### src/rtl/ex_stage_pkg.sv
// Shared CPU definitions for the execute stage: bus widths, op codes, exception codes,
// polarity constants and the EX/MEM pipeline register layout.
package ex_stage_pkg;

   localparam int WORD_DATA_W = 32;
   localparam int WORD_ADDR_W = 30;
   localparam int ALU_OP_W    = 4;
   localparam int MEM_OP_W    = 2;
   localparam int CTRL_OP_W   = 2;
   localparam int REG_ADDR_W  = 5;
   localparam int ISA_EXP_W   = 3;

   localparam logic ENABLE   = 1'b1;
   localparam logic DISABLE  = 1'b0;
   localparam logic ENABLE_  = 1'b0;
   localparam logic DISABLE_ = 1'b1;

   typedef enum logic [ALU_OP_W-1:0] {
      ALU_OP_NOP  = 4'd0,
      ALU_OP_AND  = 4'd1,
      ALU_OP_OR   = 4'd2,
      ALU_OP_XOR  = 4'd3,
      ALU_OP_ADDS = 4'd4,
      ALU_OP_ADDU = 4'd5,
      ALU_OP_SUBS = 4'd6,
      ALU_OP_SUBU = 4'd7,
      ALU_OP_SHRL = 4'd8,
      ALU_OP_SHLL = 4'd9
   } alu_op_e;

   typedef enum logic [MEM_OP_W-1:0] {
      MEM_OP_NOP = 2'd0,
      MEM_OP_LDW = 2'd1,
      MEM_OP_STW = 2'd2
   } mem_op_e;

   typedef enum logic [CTRL_OP_W-1:0] {
      CTRL_OP_NOP  = 2'd0,
      CTRL_OP_WRCR = 2'd1,
      CTRL_OP_EXRT = 2'd2
   } ctrl_op_e;

   typedef enum logic [ISA_EXP_W-1:0] {
      ISA_EXP_NO_EXP     = 3'd0,
      ISA_EXP_EXT_INT    = 3'd1,
      ISA_EXP_UNDEF_INSN = 3'd2,
      ISA_EXP_OVERFLOW   = 3'd3,
      ISA_EXP_MISS_ALIGN = 3'd4,
      ISA_EXP_TRAP       = 3'd5,
      ISA_EXP_PRV_VIO    = 3'd6
   } isa_exp_e;

   typedef struct packed {
      logic [WORD_ADDR_W-1:0] pc;
      logic                   en;
      logic                   br_flag;
      logic [MEM_OP_W-1:0]    mem_op;
      logic [WORD_DATA_W-1:0] mem_wr_data;
      logic [CTRL_OP_W-1:0]   ctrl_op;
      logic [REG_ADDR_W-1:0]  dst_addr;
      logic                   gpr_we_;
      logic [ISA_EXP_W-1:0]   exp_code;
      logic [WORD_DATA_W-1:0] out;
   } ex_mem_t;

   localparam ex_mem_t EX_MEM_RST = '{
      pc:          30'h0,
      en:          DISABLE,
      br_flag:     DISABLE,
      mem_op:      MEM_OP_NOP,
      mem_wr_data: 32'h0,
      ctrl_op:     CTRL_OP_NOP,
      dst_addr:    5'h0,
      gpr_we_:     DISABLE_,
      exp_code:    ISA_EXP_NO_EXP,
      out:         32'h0
   };

endpackage

### src/rtl/ex_stage_alu.sv
// Combinational ALU; only the signed add/subtract ops can flag overflow.
module ex_stage_alu
   import ex_stage_pkg::*;
(
   input  logic [WORD_DATA_W-1:0] in_0,
   input  logic [WORD_DATA_W-1:0] in_1,
   input  logic [ALU_OP_W-1:0]    op,
   output logic [WORD_DATA_W-1:0] out,
   output logic                   of
);

   // Overflow: operands agree in sign but the result's sign differs (subtract flips in_1).
   always_comb begin
      out = 32'h0;
      of  = 1'b0;
      case (op)
         ALU_OP_AND:  out = in_0 & in_1;
         ALU_OP_OR:   out = in_0 | in_1;
         ALU_OP_XOR:  out = in_0 ^ in_1;
         ALU_OP_ADDS: begin
            out = in_0 + in_1;
            of  = (in_0[31] == in_1[31]) && (out[31] != in_0[31]);
         end
         ALU_OP_ADDU: out = in_0 + in_1;
         ALU_OP_SUBS: begin
            out = in_0 - in_1;
            of  = (in_0[31] != in_1[31]) && (out[31] != in_0[31]);
         end
         ALU_OP_SUBU: out = in_0 - in_1;
         ALU_OP_SHRL: out = in_0 >> in_1[4:0];
         ALU_OP_SHLL: out = in_0 << in_1[4:0];
         default: begin
            out = 32'h0;
            of  = 1'b0;
         end
      endcase
   end

endmodule

### src/rtl/ex_stage.sv
// Execute stage: ALU plus the EX/MEM pipeline register with overflow exception insertion.
// Define EX_FWD_EN to drive ex_fwd_data from the ALU; otherwise it is tied to zero.
module ex_stage
   import ex_stage_pkg::*;
(
   input  logic                   clk,
   input  logic                   reset,
   input  logic                   stall,
   input  logic                   flush,
   input  logic [WORD_ADDR_W-1:0] id_pc,
   input  logic                   id_en,
   input  logic [ALU_OP_W-1:0]    id_alu_op,
   input  logic [WORD_DATA_W-1:0] id_alu_in_0,
   input  logic [WORD_DATA_W-1:0] id_alu_in_1,
   input  logic                   id_br_flag,
   input  logic [MEM_OP_W-1:0]    id_mem_op,
   input  logic [WORD_DATA_W-1:0] id_mem_wr_data,
   input  logic [CTRL_OP_W-1:0]   id_ctrl_op,
   input  logic [REG_ADDR_W-1:0]  id_dst_addr,
   input  logic                   id_gpr_we_,
   input  logic [ISA_EXP_W-1:0]   id_exp_code,
   output logic [WORD_DATA_W-1:0] ex_fwd_data,
   output logic [WORD_ADDR_W-1:0] ex_pc,
   output logic                   ex_en,
   output logic                   ex_br_flag,
   output logic [MEM_OP_W-1:0]    ex_mem_op,
   output logic [WORD_DATA_W-1:0] ex_mem_wr_data,
   output logic [CTRL_OP_W-1:0]   ex_ctrl_op,
   output logic [REG_ADDR_W-1:0]  ex_dst_addr,
   output logic                   ex_gpr_we_,
   output logic [ISA_EXP_W-1:0]   ex_exp_code,
   output logic [WORD_DATA_W-1:0] ex_out
);

   logic [WORD_DATA_W-1:0] alu_out;
   logic                   alu_of;
   logic                   ovf;
   ex_mem_t                ex_mem_d;
   ex_mem_t                ex_mem_q;

   ex_stage_alu u_alu (
      .in_0 (id_alu_in_0),
      .in_1 (id_alu_in_1),
      .op   (id_alu_op),
      .out  (alu_out),
      .of   (alu_of)
   );

   assign ovf = id_en & alu_of;

`ifdef EX_FWD_EN
   assign ex_fwd_data = alu_out;
`else
   assign ex_fwd_data = 32'h0;
`endif

   // Next EX/MEM contents: stall holds (even over flush), flush inserts a bubble keeping the PC.
   always_comb begin
      ex_mem_d = ex_mem_q;
      if (stall) begin
         ex_mem_d = ex_mem_q;
      end else if (flush) begin
         ex_mem_d    = EX_MEM_RST;
         ex_mem_d.pc = id_pc;
      end else begin
         ex_mem_d.pc          = id_pc;
         ex_mem_d.en          = id_en;
         ex_mem_d.br_flag     = id_br_flag;
         ex_mem_d.mem_op      = id_mem_op;
         ex_mem_d.mem_wr_data = id_mem_wr_data;
         ex_mem_d.ctrl_op     = id_ctrl_op;
         ex_mem_d.dst_addr    = id_dst_addr;
         ex_mem_d.gpr_we_     = id_gpr_we_;
         ex_mem_d.exp_code    = id_exp_code;
         ex_mem_d.out         = alu_out;
         // The wrapped result is still captured so the faulting value is visible for debug.
         if (ovf) begin
            ex_mem_d.mem_op   = MEM_OP_NOP;
            ex_mem_d.gpr_we_  = DISABLE_;
            ex_mem_d.exp_code = ISA_EXP_OVERFLOW;
         end else begin
            ex_mem_d.exp_code = id_exp_code;
         end
      end
   end

   // EX/MEM pipeline register.
   always_ff @(posedge clk or negedge reset) begin
      if (!reset) begin
         ex_mem_q <= EX_MEM_RST;
      end else begin
         ex_mem_q <= ex_mem_d;
      end
   end

   assign ex_pc          = ex_mem_q.pc;
   assign ex_en          = ex_mem_q.en;
   assign ex_br_flag     = ex_mem_q.br_flag;
   assign ex_mem_op      = ex_mem_q.mem_op;
   assign ex_mem_wr_data = ex_mem_q.mem_wr_data;
   assign ex_ctrl_op     = ex_mem_q.ctrl_op;
   assign ex_dst_addr    = ex_mem_q.dst_addr;
   assign ex_gpr_we_     = ex_mem_q.gpr_we_;
   assign ex_exp_code    = ex_mem_q.exp_code;
   assign ex_out         = ex_mem_q.out;

endmodule
### config.mk
export PLATFORM = sky130hd
export DESIGN_NAME = ex_stage
export DESIGN_NICKNAME = d
export VERILOG_FILES = /design/src/rtl/ex_stage_pkg.sv /design/src/rtl/ex_stage_alu.sv /design/src/rtl/ex_stage.sv
export SDC_FILE = /design/constraint.sdc
export NUM_CORES = 1
export LEC_CHECK = 0
export CAP_MARGIN = 40
export CELL_PAD_IN_SITES_DETAIL_PLACEMENT = 1
export CELL_PAD_IN_SITES_GLOBAL_PLACEMENT = 2
export CORE_MARGIN = 5
export CORE_UTILIZATION = 32
export CTS_CLUSTER_DIAMETER = 60
export DETAILED_ROUTE_END_ITERATION = 6
export PLACE_DENSITY_LB_ADDON = 0.1
export SLEW_MARGIN = 10
export SYNTH_ARGS = -nofsm -noshare
export SYNTH_HDL_FRONTEND = slang
export SYNTH_SLANG_ARGS = --single-unit
### constraint.sdc
create_clock -name clk -period 2.3 [get_ports clk]
set_input_delay 0.46 -clock clk [delete_from_list [all_inputs] [get_ports clk]]
set_output_delay 0.46 -clock clk [all_outputs]
set_load 0.05 [all_outputs]
==> run metrics <==
status finished with violations; failing checks negative setup slack; final slew viol count 0; die height 207 um; crit-path cells buf_8 > inv_6 > ha_4 > fa_2 > o21ba_4 > or4_4 > o2111ai_4 > a2111oi_4 > buf_4 > nor3b_4 > a31oi_4 > a31oi_2 > xnor2_1 > a21oi_1 > a21oi_1; initial antenna violation count 3; final WL 71.2 mm; critical path type in -> reg; Post-synth EDFFs 0; Final Hold Viols 0; f_max 0.334 GHz; number of global-route vias before repair 16,700; clock sink total 109; worst-margin pin slew 0.788 ns; post-synth top area cell dfrtp_1; gr usage total 0.309; Initial Utilization 0.322; ys async rst share 1.00; Critical Path End Type flop; CP required 2.60 ns; nets 2,558; n_diodes 0; Main synth FF type dfrtp_1; Fin Hold WS 0.0642 ns; DP HPWL 53.5 mm; die area 42,900 um^2; Placed Instances 2,705; Yosys warnings 0; share of layout cells above drive strength 1 0.428; top post-synthesis cells by area dfrtp_1, ha_1, o21ai_0, mux4_2, nand2_1; Area Overhead vs Synth 76.3%; Clock Tree Root clkbuf_16; CTS HTree Levels 3; total power 9.45 mW; post-route insts no fill 2,826; I/O pins 290; Power Dens Cells 432 nW/um^2; maxcap violations 0; Antenna Nets Post-Route 0; GPL Wtd Cong 0.987; startpoint types primary input; Tcrit/Tclk final 1.30; Skew-Pair Late Insertion Delay 0.35 ns; Util after Layout 0.568; Vias/cell 5.53; total CTS buffers 9; R2R cell count 6; clk slew on worst S/H paths 0.09 ns; DRT iter0 DRCs 1,161; crit path time final 3.00 ns; clk buf depth 2; RSZ-0062 raised after global routing yes; Cell Area, Synth 12,400 um^2; Crit Path Max Fanout 3; Arr. time, crit path 3.29 ns; Max Clock Skew 0 ns; GRT overflow 0; IO buf count 257; Max-slew headroom 0.469; synth unique cells 90; routed via count 15,600; drt first pass iters 5; Avg Cell Area, Syn 7.93 um^2; min-delay worst type in -> async; CTS tree done; Setup Viol. Count Final 36; share of the synthesized area in the top cell type 0.218; Final WS setup -0.698 ns; most frequent cell on the critical path a21oi_1; global-route wire length before repair 104 mm; largest stage delay on the critical path 0.46 ns; Core Region 38,600 um^2; drc violations 0; wire per inst 25.2 um; Cell Rows 72; Leakage 9.72 nW; Seq/Total Area, Yosys 0.220; pin count of the biggest net entering global routing 104; crit path max-delay cell type or4_4; VDD IR max 0.284 mV; DIE WIDTH 207 um; Synth Register Bits 109; cell count after synthesis 1,567
[metrics by stage]
step / setup TNS, ns / cell area (um^2) / setup WS, ns
finish: -18.22 / 21900 / -0.698
floorplan: -19.35 / 12900 / -0.988
CTS: -14.60 / 21300 / -0.663
global route: -20.02 / 21900 / -0.753
detailed placement: -48.52 / 18800 / -1.63
global placement: -46.34 / 18800 / -1.52
[critical path: cells and delay by family]
kind | cells | cell delay (ns)
AND/OR/NAND/NOR | 2 | 0.68
XOR/XNOR | 1 | 0.14
adder cells (fa/ha/maj) | 2 | 0.56
AO/OA/AOI/OAI | 7 | 1.13
buffers and inverters | 3 | 0.29
[layout by cell type (no fill, tap or decap), drive strengths merged, types with 6 or more instances in the layout]
master	instances
buf	601
clkdlybuf4s50	199
o21ai	175
nand2	151
nor2	145
a21oi	114
dfrtp	108
ha	104
inv	99
nand2b	55
mux2i	53
mux2	40
nor3	33
conb	32
dlygate4sd2	27
mux4	26
a221oi	25
nand3	22
a22oi	22
xnor2	20
a211oi	20
a21o	16
o221ai	15
o22ai	14
o211ai	13
nor2b	12
a31oi	12
nand4	10
clkbuf	10
o31ai	10
a211o	8
a22o	8
o21a	8
a221o	7
or3	6
[Yosys cell counts, drive strengths merged, types with 6 or more instances]
cell,count
nand2b,55
xnor2,20
nor2b,12
mux2i,53
a221o,7
ha,104
clkbuf,72
a31oi,12
inv,97
nand2,151
a211o,8
a211oi,20
o31ai,10
a22o,8
nand4,10
o221ai,15
nor2,145
a22oi,22
o22ai,14
o21a,8
buf,68
mux2,40
a21o,16
a21oi,114
nand3,22
a221oi,25
mux4,26
or3,6
nor3,33
o211ai,13
o21ai,175
dfrtp,108
[worst paths after layout]
check / from / to / slack [ns]
max in group asynchronous: reset / ex_pc[19] / 1.55
min in group clk: ex_exp_code[1] / ex_exp_code[1] / 0.49
worst min-delay path: reset / ex_mem_wr_data[25] / 0.06
worst min register to register: ex_exp_code[1] / ex_exp_code[1] / 0.49
worst max register to register: ex_out[26] / ex_out[26] / 0.89
worst max-delay path: id_alu_in_0[0] / ex_out[26] / -0.70
[sequential cells by signal (all words and copies together) (netlist names)]
register	flops
ex_mem_wr_data	32
ex_out	32
ex_pc	30
ex_dst_addr	5
ex_exp_code	3
ex_ctrl_op	2
ex_mem_op	2
ex_br_flag	1
ex_en	1
ex_gpr_we_	1
[final cells by class]
| class | instances | area [um^2] |
|---|---|---|
| sequential | 109 | 2730 |
| clock buffer | 9 | 225 |
| multi-input combinational | 1249 | 10400 |
| clock inverter | 7 | 82.6 |
| tap | 518 | 648 |
| inverter | 98 | 420 |
| fill | 4618 | 16700 |
| timing repair buffer | 836 | 7400 |
[metal layers]
metal,up-vias,routed length (um),track usage
li1,7055,-,-
met1,7782,30000,0.399
met2,629,33200,0.505
met3,162,5090,0.0758
met4,6,2840,0.111
met5,-,52,0
[kinds of logic after synthesis]
kind of cell,after synthesis,synth area share
compound gates,514,0.266
simple gates,453,0.166
buf+inv,240,0.0956
mux,119,0.127
flops,109,0.220
fa+ha+maj,106,0.108
xor+xnor,25,0.0176
other cells,1,0.000302
[report_power, final]
group	switching, mW	internal [mW]
combinational	3.16	2.50
sequential	0.0951	2.07
clock	0.852	0.779
total	4.10	5.35
[what timing repair did]
item                       4_1_cts  5_1_grt
gates resized for setup        458      106
pin swaps                      154       81
setup endpoints to repair       38       38
buffers inserted                94       24
gates cloned                     4        1
hold buffers                     0        0
(Power assumes the default switching activity.)
